[src/rtl/noc_pkg.sv]
// Shared NoC router types and constants: flit type encoding, output-channel
// lock states and the default channel sizing.
package noc_pkg;

   localparam int FLIT_W     = 34;
   localparam int BUF_DEPTH  = 4;
   localparam int CREDIT_MAX = 4;

   typedef enum logic [1:0] {
      FLIT_BODY     = 2'b00,
      FLIT_HEAD     = 2'b01,
      FLIT_TAIL     = 2'b10,
      FLIT_HEADTAIL = 2'b11
   } flit_type_e;

   typedef enum logic {
      IDLE   = 1'b0,
      LOCKED = 1'b1
   } outc_state_e;

   function automatic flit_type_e flit_type(input logic [FLIT_W-1:0] flit);
      return flit_type_e'(flit[FLIT_W-1 -: 2]);
   endfunction

endpackage

[src/rtl/flit_fifo.sv]
// Synchronous flit FIFO with registered occupancy count; shared by the router
// input and output channels.
module flit_fifo #(
   parameter int FLIT_W    = 34,
   parameter int BUF_DEPTH = 4,
   localparam int PTR_W    = (BUF_DEPTH > 1) ? $clog2(BUF_DEPTH) : 1,
   localparam int CNT_W    = $clog2(BUF_DEPTH + 1)
) (
   input  logic              clk,
   input  logic              rst,
   input  logic              push,
   input  logic              pop,
   input  logic [FLIT_W-1:0] din,
   output logic [FLIT_W-1:0] dout,
   output logic [CNT_W-1:0]  count,
   output logic              full,
   output logic              empty
);

   logic [FLIT_W-1:0] mem [BUF_DEPTH];
   logic [PTR_W-1:0]  wr_ptr;
   logic [PTR_W-1:0]  rd_ptr;
   logic              do_push;
   logic              do_pop;

   assign full    = (count == CNT_W'(BUF_DEPTH));
   assign empty   = (count == '0);
   assign do_push = push && !full;
   assign do_pop  = pop && !empty;
   assign dout    = mem[rd_ptr];

   always_ff @(posedge clk) begin
      if (do_push) mem[wr_ptr] <= din;
   end

   // Power-of-2 depth lets the pointers wrap by plain overflow.
   always_ff @(posedge clk) begin
      if (rst) begin
         wr_ptr <= '0;
         rd_ptr <= '0;
         count  <= '0;
      end else begin
         if (do_push) wr_ptr <= wr_ptr + 1'b1;
         if (do_pop)  rd_ptr <= rd_ptr + 1'b1;
         case ({do_push, do_pop})
            2'b10:   count <= count + 1'b1;
            2'b01:   count <= count - 1'b1;
            default: count <= count;
         endcase
      end
   end

endmodule

[src/rtl/outputc_tx.sv]
// Router output channel transmit side: buffers crossbar flits, holds a
// per-packet wormhole lock and sends downstream under credit flow control.
module outputc_tx #(
   parameter int PORT_N     = 5,
   parameter int PORT_W     = 3,
   parameter int FLIT_W     = noc_pkg::FLIT_W,
   parameter int BUF_DEPTH  = noc_pkg::BUF_DEPTH,
   parameter int CREDIT_MAX = noc_pkg::CREDIT_MAX
) (
   input  logic              clk,
   input  logic              rst,
   input  logic              in_valid,
   input  logic [FLIT_W-1:0] in_flit,
   input  logic [PORT_W-1:0] in_src,
   output logic              rdy_o,
   output logic              lck_o,
   output logic [PORT_W-1:0] lck_owner_o,
   output logic              out_valid,
   output logic [FLIT_W-1:0] out_flit,
   input  logic              credit_i,
   output logic              err_o
);
   import noc_pkg::*;

   localparam int CNT_W  = $clog2(BUF_DEPTH + 1);
   localparam int CRED_W = $clog2(CREDIT_MAX + 1);

   if (PORT_W < $clog2(PORT_N)) begin : g_port_w_check
      $error("PORT_W too narrow for PORT_N");
   end

   outc_state_e       state_q, state_d;
   logic [PORT_W-1:0] owner_q, owner_d;
   flit_type_e        in_type;
   logic              lock_ok;
   logic              accept;
   logic              send;
   logic              credit_ovf;
   logic [CRED_W-1:0] credits_q;
   logic [CNT_W-1:0]  fifo_count;
   logic              fifo_full;
   logic              fifo_empty;
   logic [FLIT_W-1:0] fifo_dout;

   assign in_type     = flit_type(in_flit);
   assign rdy_o       = (fifo_count < CNT_W'(BUF_DEPTH));
   assign lck_o       = (state_q == LOCKED);
   assign lck_owner_o = owner_q;
   assign accept      = in_valid && rdy_o && lock_ok;
   assign send        = !fifo_empty && (credits_q != '0);
   assign credit_ovf  = credit_i && !send && (credits_q == CRED_W'(CREDIT_MAX));

   flit_fifo #(
      .FLIT_W    (FLIT_W),
      .BUF_DEPTH (BUF_DEPTH)
   ) u_fifo (
      .clk   (clk),
      .rst   (rst),
      .push  (accept && !fifo_full),
      .pop   (send),
      .din   (in_flit),
      .dout  (fifo_dout),
      .count (fifo_count),
      .full  (fifo_full),
      .empty (fifo_empty)
   );

   always_comb begin
      state_d = state_q;
      owner_d = owner_q;
      lock_ok = 1'b0;
      case (state_q)
         IDLE: begin
            lock_ok = (in_type == FLIT_HEAD) || (in_type == FLIT_HEADTAIL);
            if (in_valid && rdy_o && in_type == FLIT_HEAD) begin
               state_d = LOCKED;
               owner_d = in_src;
            end
         end
         LOCKED: begin
            lock_ok = (in_src == owner_q) &&
                      ((in_type == FLIT_BODY) || (in_type == FLIT_TAIL));
            if (in_valid && rdy_o && lock_ok && in_type == FLIT_TAIL)
               state_d = IDLE;
         end
         default: state_d = IDLE;
      endcase
   end

   always_ff @(posedge clk) begin
      if (rst) begin
         state_q   <= IDLE;
         owner_q   <= '0;
         credits_q <= CRED_W'(CREDIT_MAX);
         out_valid <= 1'b0;
         out_flit  <= '0;
         err_o     <= 1'b0;
      end else begin
         state_q   <= state_d;
         owner_q   <= owner_d;
         out_valid <= send;
         if (send) out_flit <= fifo_dout;
         // A returning credit in the same cycle as a send cancels out.
         if (send && !credit_i)
            credits_q <= credits_q - 1'b1;
         else if (!send && credit_i && !credit_ovf)
            credits_q <= credits_q + 1'b1;
         if ((in_valid && !accept) || credit_ovf) err_o <= 1'b1;
      end
   end

endmodule

[config.mk]
export PLATFORM = sky130hd
export DESIGN_NAME = outputc_tx
export DESIGN_NICKNAME = d
export VERILOG_FILES = /design/src/rtl/noc_pkg.sv /design/src/rtl/flit_fifo.sv /design/src/rtl/outputc_tx.sv
export SDC_FILE = /design/constraint.sdc
export NUM_CORES = 1
export LEC_CHECK = 0
export ABC_AREA = 1
export BUFFER_PORTS_ARGS = -buffer_cell sky130_fd_sc_hd__buf_4
export CORE_UTILIZATION = 52
export DETAILED_ROUTE_END_ITERATION = 6
export PLACE_DENSITY_LB_ADDON = 0.12
export REMOVE_ABC_BUFFERS = 1
export SKIP_CTS_REPAIR_TIMING = 1
export SKIP_LAST_GASP = 1
export SLEW_MARGIN = 15
export SYNTH_ARGS = -nofsm -noshare
export SYNTH_HDL_FRONTEND = slang
export SYNTH_SLANG_ARGS = --single-unit
[constraint.sdc]
create_clock -name clk -period 2.6 [get_ports clk]
set_input_delay 0.26 -clock clk [delete_from_list [all_inputs] [get_ports clk]]
set_output_delay 0.26 -clock clk [all_outputs]
set_load 0.005 [all_outputs]
==> impl_results.md <==
* Status: finished, final reports clean
* Routed wire length at around 15000 µm
* Number of DRC markers in iteration 0 at between 300 and 400
* Die area at 0.0141 mm²
* Type of the worst setup path: reg -> reg
* Clock Path Buffers at 2
* TritonCTS clock tree: done
* Power share of the clock group at around 30%
* Number of fillers in the final layout at between 1000 and 1500
* Via total after detailed routing at approximately 4700
* Post-route minimum period at between 2 and 2.5 ns
* Biggest area contributors in the synthesized netlist: edfxtp_1 58%, dfxtp_1 14%, nor2_1 8.0%, o21ai_0 6.6%, a31oi_1 3.0%
* Worst hold path startpoint: in_flit[20]
* Die Ht at about 120 µm
* Post-placement worst setup slack at ~0.36 ns
* Ratio of cells with drive above 1 in the final layout at between 10% and 20%
* Length in cells of the worst reg-to-reg path at 14
* Total power density per cell area at roughly 1000 mW/mm²
* Combinational fraction of design power at 26.2%
* Register-to-register setup slack at roughly 0.37 ns
* Netlist area before placement at 0.00709 mm²
* Main combinational cell family by area after synthesis: compound AO/OA/AOI/OAI gates
* Half-perimeter wire length of the detailed placement result at 7970 µm
* Net count of the finished layout at 726
* Yosys warning total at 0
* Core area at 0.0132 mm²
* Slew HR at 47.5%
* Total Routing Usage GR at between 20 and 25%
* Final TNS setup at 0 ns
* Startpoint of the most critical register-to-register path: lck_owner_o[0]
* DR vias/cell at 5.42
* Yosys cell types at 24
* Max-slew violation count at 0
* Simple logic cell fraction of the synthesized area at 10.3%
* Total count of hold-check failures in the final report at 0
* PortBufs at just over 80
* Post-route antenna net violation count at 0
* Dominant cell type by area after synthesis: edfxtp_1
* Worst min-delay path category: in -> reg
* Detail-routed net length per standard cell at roughly 17 µm
* Number of DRC violations after detailed routing at 0
* Gate count of the mapped netlist at 603
* Internal power of the cells at 0.00597 W
* Top fanout value on the critical path at 8
* Clk_lat worst skew at 0.43 ns
* Number of clock sinks at ~190
* Number of synthesized register bits at roughly 190
* Count of endpoints failing setup in the final report at 0
* Critical Path RT at 2.91 ns
* Row Count at 42
* Worst-case vdd ir drop at 0.501 mV
* Number of detailed-route iterations in the first pass at 4
* P_sw at 0.00267 W
* End of the worst hold path: u_fifo.mem[0][20]
* Proportion of synthesized area in mux cells at 0%
* Largest net degree at the start of global routing at 70
* Post-route fraction of the period consumed by the critical path at between 80% and 90%
* Critical path launch point type: register
* Effective utilization at floorplan at roughly 54%
* Number of global-route vias before repair at ~4700
* Arr. time, crit path at about 2.5 ns
* Post-Synth Adder-Cell Area at under 10%
* Initial antenna violation count at 0
* Worst-path clk slew at around 0.060 ns
* Die span in x at roughly 120 µm
* Most frequent standard cell in the layout excluding fill and tap cells: nor2_1
* Final setup margin at around 0.37 ns
* Maximum clock frequency at between 0.4 and 0.5 GHz
* Worst clock skew at approximately 0.0066 ns
* Top library cells by usage in the layout, fill and taps aside: 148 x nor2_1, 136 x edfxtp_1, 94 x o21ai_0
* Setup repair after global routing missed its margin: false
* Proportion of netlist area held by the largest area contributor at between 50% and 60%
* Portion of the post-synthesis area used by sequential elements at 71.7%
* Buffer cell driving the clock tree root: clkbuf_16
* Count of boundary I/O pins at approximately 80
* Residual overflow from global routing at 0
* Worst R2R End: u_fifo.count[2]
* Switching Fraction at a little under a third
* Cell Count Post-Placement at ~840
* Final cell count without fillers at 867
* Global placement routability congestion at between 0.7 and 0.8
* Synth Area in Compound Gates at between 10% and 20%
* Pleak at approximately 3.1 nW
* Worst-margin pin slew at between 0.7 and 0.8 ns
* Wire length of the first global-routing pass at ~24000 µm
* Sequential power share at 43.6%
* ANT cells at 0
* Avg Cell Area, Syn at 11.8 µm²
* Maxcap violations at 0
* Crit end category: register
* Share of the synthesized netlist area taken by xor and xnor gates at 0%
* Area growth, synth to finish at 19.6%
* Worst hold path stage count at 1
* H-tree depth at 4
* Number of buffers added by the clock tree synthesis step at 17
## state kept, by name (all words and copies together), names as in the netlist
register,cells
u_fifo.rd_ptr,2
err_o,1
u_fifo.mem,136
lck_o,1
lck_owner_o,3
out_flit,34
out_valid,1
credits_q,3
u_fifo.wr_ptr,2
u_fifo.count,3
## routing by layer
metal | track usage [%] | routed length [µm] | part of all wire [%]
met5 | 0 | 0 | 0
met4 | 7.36 | 221 | 1.5
met3 | 6.18 | 773 | 5.3
met2 | 37.7 | 7320 | 50
met1 | 27.1 | 6330 | 43
## cell families after synthesis
kind of cell,after synthesis
adders and majority gates,7
DFF,186
AOI/OAI and AO/OA,161
buffers and inverters,63
and+or+nand+nor,186
## metrics by stage
step / cell area (µm²) / hold slack [ns] / util, % / total power (W)
after global routing: 8480 / 0.0142 / 64.0 / 0.00913
after floorplan: 6890 / 0.329 / - / 0.00513
after global placement: 7870 / 0.460 / 59.4 / 0.00603
after detailed placement: 7870 / 0.464 / 59.4 / 0.00611
after CTS: 8480 / 0.0172 / 64.0 / 0.00871
final: 8480 / 0.0319 / 64.0 / 0.00864
## power by group through the flow
stage	sequential (W)	combinational [W]	clock [W]
2_1_floorplan	0.00391	0.00121	0
4_1_cts	0.00377	0.00230	0.00265
3_5_place_dp	0.00383	0.00228	0
6_report	0.00377	0.00226	0.00262
3_3_place_gp	0.00381	0.00221	0
5_1_grt	0.00380	0.00258	0.00276
## cell type report
class                   count  area, µm²  share of cell area (%)
multi-input cells         354       1720                    20.3
flip-flops and latches    186       5090                    60.0
inverters                  30        118                    1.39
well taps                 176        220                    2.60
clock buffers              21        460                    5.43
clock inverters            11        144                    1.70
repair buffers             89        731                    8.62
## critical path: stages, from the launching register on
cell and delay [ns]:
dfxtp_1 0.32, inv_1 0.07, nand2_1 0.05, nand2_1 0.08
nor2_1 0.04, nand2_1 0.06, nand2_1 0.10, nand2_2 0.26
ha_1 0.20, inv_1 0.07, fa_1 0.38, a21oi_1 0.15
o21ai_0 0.11, o21ai_0 0.15, a21oi_1 0.06
## how the worst max path moves through the flow
stage / slack, ns / endpoint / depth (start not counted) / startpoint
after floorplan: -0.11 / u_fifo.mem[0][0] / 8 / lck_owner_o[0]
after global placement: 0.44 / u_fifo.count[2] / 15 / in_src[1]
after detailed placement: 0.36 / u_fifo.count[2] / 15 / in_src[1]
after CTS: 0.38 / u_fifo.count[2] / 14 / lck_owner_o[0]
after global routing: 0.19 / u_fifo.count[2] / 14 / lck_owner_o[0]
final: 0.37 / u_fifo.count[2] / 14 / lck_owner_o[0]
## synthesized netlist by cell type
cell and count:
inv_4 2, o21ai_0 94, nand3_1 8, clkbuf_2 3
o21bai_1 1, nand2_4 1, nor2_1 152, buf_4 3
nand3_2 2, buf_2 12, edfxtp_1 136, nand4_1 1
a31oi_1 34, ha_1 5, clkbuf_1 9, o21ai_1 17
a21oi_1 15, inv_2 5, nand2_1 21, inv_1 23
dfxtp_1 50, fa_1 2, buf_6 6, nand2_2 1
(Power assumes the default switching activity.)
